--- src/rtl/ring_fifo_pkg.sv ---
// Shared types and helpers for the ring FIFO: push policy when full, and the
// per-cycle operation decode used by the controller.
package ring_fifo_pkg;

    typedef enum logic {
        FIFO_DROP      = 1'b0,
        FIFO_OVERWRITE = 1'b1
    } fifo_mode_e;

    // One decoded operation per clock; it selects the pointer/count/flag updates.
    typedef enum logic [2:0] {
        OpNone,
        OpPush,
        OpPop,
        OpBoth,
        OpOverwrite,
        OpDrop,
        OpUflow,
        OpPushUflow
    } fifo_op_e;

    function automatic bit is_pow2(input int unsigned v);
        return (v != 0) && ((v & (v - 1)) == 0);
    endfunction

endpackage

--- src/rtl/ring_fifo_mem.sv ---
// Ring FIFO storage: DEPTH x WIDTH, one synchronous write port and one
// asynchronous read port. Contents are intentionally not reset.
module ring_fifo_mem #(
    parameter int unsigned WIDTH = 8,
    parameter int unsigned DEPTH = 16,
    parameter int unsigned AW    = $clog2(DEPTH)
) (
    input  logic             i_clk,
    input  logic             i_we,
    input  logic [AW-1:0]    i_waddr,
    input  logic [WIDTH-1:0] i_wdata,
    input  logic [AW-1:0]    i_raddr,
    output logic [WIDTH-1:0] o_rdata
);

    logic [WIDTH-1:0] r_mem [DEPTH];

    always_ff @(posedge i_clk) begin
        if (i_we) begin
            r_mem[i_waddr] <= i_wdata;
        end
    end

    assign o_rdata = r_mem[i_raddr];

endmodule

--- src/rtl/ring_fifo.sv ---
// Single-clock ring FIFO with first-word-fall-through output, threshold flags,
// selectable drop/overwrite policy on full, and registered overflow/underflow pulses.
module ring_fifo
    import ring_fifo_pkg::*;
#(
    parameter int unsigned WIDTH    = 8,
    parameter int unsigned DEPTH    = 16,
    parameter int unsigned AF_LEVEL = 12,
    parameter int unsigned AE_LEVEL = 2,
    parameter fifo_mode_e  MODE     = FIFO_DROP
) (
    input  logic                     clock,
    input  logic                     reset,
    input  logic [WIDTH-1:0]         dataIn,
    input  logic                     push,
    input  logic                     pop,
    output logic [WIDTH-1:0]         dataOut,
    output logic                     full,
    output logic                     empty,
    output logic                     almost_full,
    output logic                     almost_empty,
    output logic [$clog2(DEPTH):0]   count,
    output logic                     overflow,
    output logic                     underflow
);

    localparam int unsigned AW       = $clog2(DEPTH);
    localparam logic [AW:0] LP_DEPTH = (AW + 1)'(DEPTH);
    localparam logic [AW:0] LP_AF    = (AW + 1)'(AF_LEVEL);
    localparam logic [AW:0] LP_AE    = (AW + 1)'(AE_LEVEL);

    generate
        if (DEPTH < 2 || !is_pow2(DEPTH)) begin : g_bad_depth
            $error("ring_fifo: DEPTH must be a power of two >= 2");
        end
        if (AF_LEVEL > DEPTH) begin : g_bad_af
            $error("ring_fifo: AF_LEVEL must not exceed DEPTH");
        end
        if (AE_LEVEL >= AF_LEVEL) begin : g_bad_ae
            $error("ring_fifo: AE_LEVEL must be below AF_LEVEL");
        end
    endgenerate

    logic [AW-1:0]    r_head;
    logic [AW-1:0]    r_tail;
    logic [AW:0]      r_count;
    logic             r_overflow;
    logic             r_underflow;

    logic             w_empty;
    logic             w_full;
    fifo_op_e         w_op;
    logic             w_wr;
    logic             w_rd;
    logic             w_inc;
    logic             w_dec;
    logic             w_ovf;
    logic             w_udf;
    logic [WIDTH-1:0] w_rdata;

    assign w_empty = (r_count == '0);
    assign w_full  = (r_count == LP_DEPTH);

    // Pop on empty takes precedence in the decode so a paired push still lands.
    always_comb begin
        w_op = OpNone;
        if (pop && w_empty) begin
            w_op = push ? OpPushUflow : OpUflow;
        end else if (push && pop) begin
            w_op = OpBoth;
        end else if (pop) begin
            w_op = OpPop;
        end else if (push && !w_full) begin
            w_op = OpPush;
        end else if (push) begin
            w_op = (MODE == FIFO_OVERWRITE) ? OpOverwrite : OpDrop;
        end
    end

    always_comb begin
        w_wr  = 1'b0;
        w_rd  = 1'b0;
        w_inc = 1'b0;
        w_dec = 1'b0;
        w_ovf = 1'b0;
        w_udf = 1'b0;
        unique case (w_op)
            OpPush:      begin w_wr = 1'b1; w_inc = 1'b1; end
            OpPop:       begin w_rd = 1'b1; w_dec = 1'b1; end
            OpBoth:      begin w_wr = 1'b1; w_rd  = 1'b1; end
            OpOverwrite: begin w_wr = 1'b1; w_rd  = 1'b1; w_ovf = 1'b1; end
            OpDrop:      begin w_ovf = 1'b1; end
            OpUflow:     begin w_udf = 1'b1; end
            OpPushUflow: begin w_wr = 1'b1; w_inc = 1'b1; w_udf = 1'b1; end
            default:     begin end
        endcase
    end

    always_ff @(posedge clock) begin
        if (reset) begin
            r_head      <= '0;
            r_tail      <= '0;
            r_count     <= '0;
            r_overflow  <= 1'b0;
            r_underflow <= 1'b0;
        end else begin
            if (w_wr) begin
                r_head <= r_head + AW'(1);
            end
            if (w_rd) begin
                r_tail <= r_tail + AW'(1);
            end
            if (w_inc) begin
                r_count <= r_count + (AW + 1)'(1);
            end else if (w_dec) begin
                r_count <= r_count - (AW + 1)'(1);
            end
            r_overflow  <= w_ovf;
            r_underflow <= w_udf;
        end
    end

    ring_fifo_mem #(
        .WIDTH (WIDTH),
        .DEPTH (DEPTH),
        .AW    (AW)
    ) u_mem (
        .i_clk   (clock),
        .i_we    (w_wr && !reset),
        .i_waddr (r_head),
        .i_wdata (dataIn),
        .i_raddr (r_tail),
        .o_rdata (w_rdata)
    );

    assign dataOut      = w_empty ? '0 : w_rdata;
    assign full         = w_full;
    assign empty        = w_empty;
    assign almost_full  = (r_count >= LP_AF);
    assign almost_empty = (r_count <= LP_AE);
    assign count        = r_count;
    assign overflow     = r_overflow;
    assign underflow    = r_underflow;

endmodule

--- config.mk ---
export PLATFORM = sky130hd
export DESIGN_NAME = ring_fifo
export DESIGN_NICKNAME = d
export VERILOG_FILES = /design/src/rtl/ring_fifo_pkg.sv /design/src/rtl/ring_fifo_mem.sv /design/src/rtl/ring_fifo.sv
export SDC_FILE = /design/constraint.sdc
export NUM_CORES = 1
export LEC_CHECK = 0
export BUFFER_PORTS_ARGS = -buffer_cell sky130_fd_sc_hd__buf_2
export CORE_MARGIN = 5
export CORE_UTILIZATION = 60
export CTS_BUF_LIST = sky130_fd_sc_hd__clkbuf_2 sky130_fd_sc_hd__clkbuf_4 sky130_fd_sc_hd__clkbuf_8
export DETAILED_ROUTE_END_ITERATION = 12
export PLACE_DENSITY = 0.75
export SLEW_MARGIN = 20
export SYNTH_ARGS = -nofsm -noshare
export SYNTH_HDL_FRONTEND = slang
export SYNTH_SLANG_ARGS = --single-unit
--- constraint.sdc ---
create_clock -name clock -period 3 [get_ports clock]
set_input_delay 0.45 -clock clock [delete_from_list [all_inputs] [get_ports clock]]
set_output_delay 0.45 -clock clock [all_outputs]
set_load 0.05 [all_outputs]
==> results.cfg <==
[placement]
gp_congestion = 0.8579
place_area_sq_um = 6467
dp_hpwl_um = 7417
place_ws_ns = 0.5498
placed_cells = 505
io_buffers = 30

[routing]
maxUsedRoutingLayer = met4
route.met2.wl_um = 5743
first_pass_iters = 4
routed-via-count = 3208
avgViaCountPerCell = 5.974
drcViolationCount = 0
wl_met1_um = 4883
wl_per_cell_um = 21.45
initialDrtViolationCount = 242
ant_nets = 0
routed-wl-met3_um = 736
drt-total-wl_um = 11520

[worst_setup_path]
r2r-end = count[4]
cp-end-kind = primary output
r2r_cells = 7
cp.arrival_ns = 2.38
critPathKind = reg2out
required_ns = 2.55
rrSetupSlack_ns = 0.54
rr_startpoint = count[2]
startpoint_type = flip-flop
crit_fanout = 19

[min_path]
hp-class = in2reg
worstHoldStart = dataIn[2]
min_to = u_mem.r_mem[10][2]
hold_depth = 1

[floorplan]
die_h_um = 110.2
start_util_pct = 61.61
num_rows = 36
coreArea_sq_um = 9774
dieArea_sq_um = 12140
ios = 31
die_w_um = 110.2

[logic_synthesis]
synth-seq-area-share_pct = 70.14
synth-edff-count = 128
synth-main-ff-cell = edfxtp_1
synthArstFlopShare_pct = 0
yosysWarningCount = 0
synth-seq-cells = 147
postSynthCellCount = 337
syn_area_per_cell_sq_um = 17.87
syn_area_sq_um = 6022
syn_nets = 359
synthDistinctLibCells = 45

[layout]
area_growth_pct = 14.79
design_area_sq_um = 6913
diodes = 0
layout.cells.non_filler = 537
drive_above_1_share_pct = 30.94
final_nets = 413
final_common_cell = edfxtp_1
layout_common_cells = edfxtp_1, mux4_2, nor2_1, buf_2, buf_4

[global_route]
grt_pass1_wl_um = 18400
grt_max_degree = 33
overflow = 0
track_usage_pct = 21.52
antenna_found_initial = 0
grt_pass1_vias = 3408

[flow_run]
drv_cap = 0

[timing]
slew_violations = 0
setup_viol = 0
worst_clock_skew_ns = 0.007952
hold_viol_final = 0
maxSlewHeadroom_pct = 56.96
rsz0062_at_grt = no
worstMarginPinSlew_ns = 0.6448
period_minus_slack_ns = 2.828
fmax_ghz = 0.3536
timing.final.crit_share_pct = 94.27
fin_ws_ns = 0.1718

[power_and_ir_drop]
max-vdd-ir-drop_v = 0.0007841
leakage_nw = 2.310
power_density_nw_per_um2 = 869.4

[clock_tree]
clk_latency_ns = 0.43
cts_hold_buffers = 0
cts_sinks = 147
clockBufferDepth = 2
cts_inserted_buffers = 17
path_clk_slew_ns = 0.07
cts_tree = built
clockRootBuffer = clkbuf_8
htree_levels = 4

[outcome]
status = finished clean
[Yosys cell counts, drive strengths merged (4+ instances only)]
| library cell | number | area share [%] |
|---|---|---|
| ha | 9 | 1.9 |
| xor2 | 5 | 0.73 |
| mux2i | 12 | 2.0 |
| clkbuf | 6 | 0.37 |
| a21oi | 4 | 0.33 |
| buf | 12 | 1.1 |
| edfxtp | 128 | 64 |
| mux4 | 32 | 12 |
| nor2 | 33 | 2.1 |
| inv | 6 | 0.37 |
| a211oi | 17 | 2.1 |
| nand2 | 9 | 0.56 |
| nor2b | 12 | 1.2 |
| dfxtp | 19 | 6.3 |
[metal layers]
| layer | vias to the layer above | global-route usage [%] |
|---|---|---|
| li1 | 1441 | - |
| met1 | 1625 | 29.18 |
| met2 | 128 | 34.75 |
| met3 | 14 | 5.882 |
| met4 | 0 | 6.157 |
| met5 | - | 0 |
[stage by stage]
| step | total power, mW | utilization, % | TNS [ns] | hold slack [ns] |
|---|---|---|---|---|
| 2_1_floorplan | 3.934 | - | -0.02588 | 0.4847 |
| 3_3_place_gp | 4.347 | 66.17 | 0 | 0.5093 |
| 3_5_place_dp | 4.384 | 66.17 | 0 | 0.5239 |
| 4_1_cts | 6.055 | 70.70 | 0 | 0.3704 |
| 5_1_grt | 6.304 | 70.72 | 0 | 0.3709 |
| 6_report | 6.010 | 70.72 | 0 | 0.3889 |
[sequential cells by signal, summed over array words and instances (netlist names), named ones only]
name,count
count,5
r_head,4
underflow,1
overflow,1
r_tail,4
u_mem.r_mem,128
[timing repair]
item / CTS / global route
setup buffers: 0 / 0
endpoints found under the setup margin: 0 / 3
gates resized for setup: 0 / 1
[worst max path at each step]
stage | slack [ns] | from | endpoint | cells after the start
after floorplan | -0.003 | count[4] | dataOut[0] | 3
after global placement | 0.60 | flip-flop | dataOut[2] | 6
after global routing | 0.05 | flip-flop | dataOut[6] | 6
after detailed placement | 0.55 | flip-flop | dataOut[3] | 6
final | 0.17 | flip-flop | dataOut[3] | 6
after CTS | 0.07 | flip-flop | dataOut[3] | 6
[kinds of logic after synthesis]
logic type	Yosys count	share of synthesized area (%)
xor+xnor	7	1.018
mux	45	14.15
simple gates	71	6.151
buf+inv	24	1.849
flops	147	70.14
fa+ha+maj	10	2.202
compound gates	33	4.488
[worst max-delay path: stages (launching register included)]
cell and delay, ns:
dfxtp_4 0.43, buf_12 0.20, mux4_2 0.52, nor2b_1 0.15
a211oi_1 0.25, a211oi_1 0.12, buf_2 0.27
[area by class of cell]
class,count,area [sq um]
Tap cell,133,166.4
Clock inverter,12,186.4
Fill cell,619,2861
Clock buffer,20,256.5
Timing Repair Buffer,53,360.3
Sequential cell,147,4228
Inverter,6,22.52
Multi-Input combinational cell,166,1693
[power by group]
group          total [mW]  internal [mW]  switching, mW
clock                1.69           1.01          0.680
sequential           2.43           2.30          0.124
combinational        1.90          0.683           1.21
Note: power is estimated with default switching activity, not from simulation.
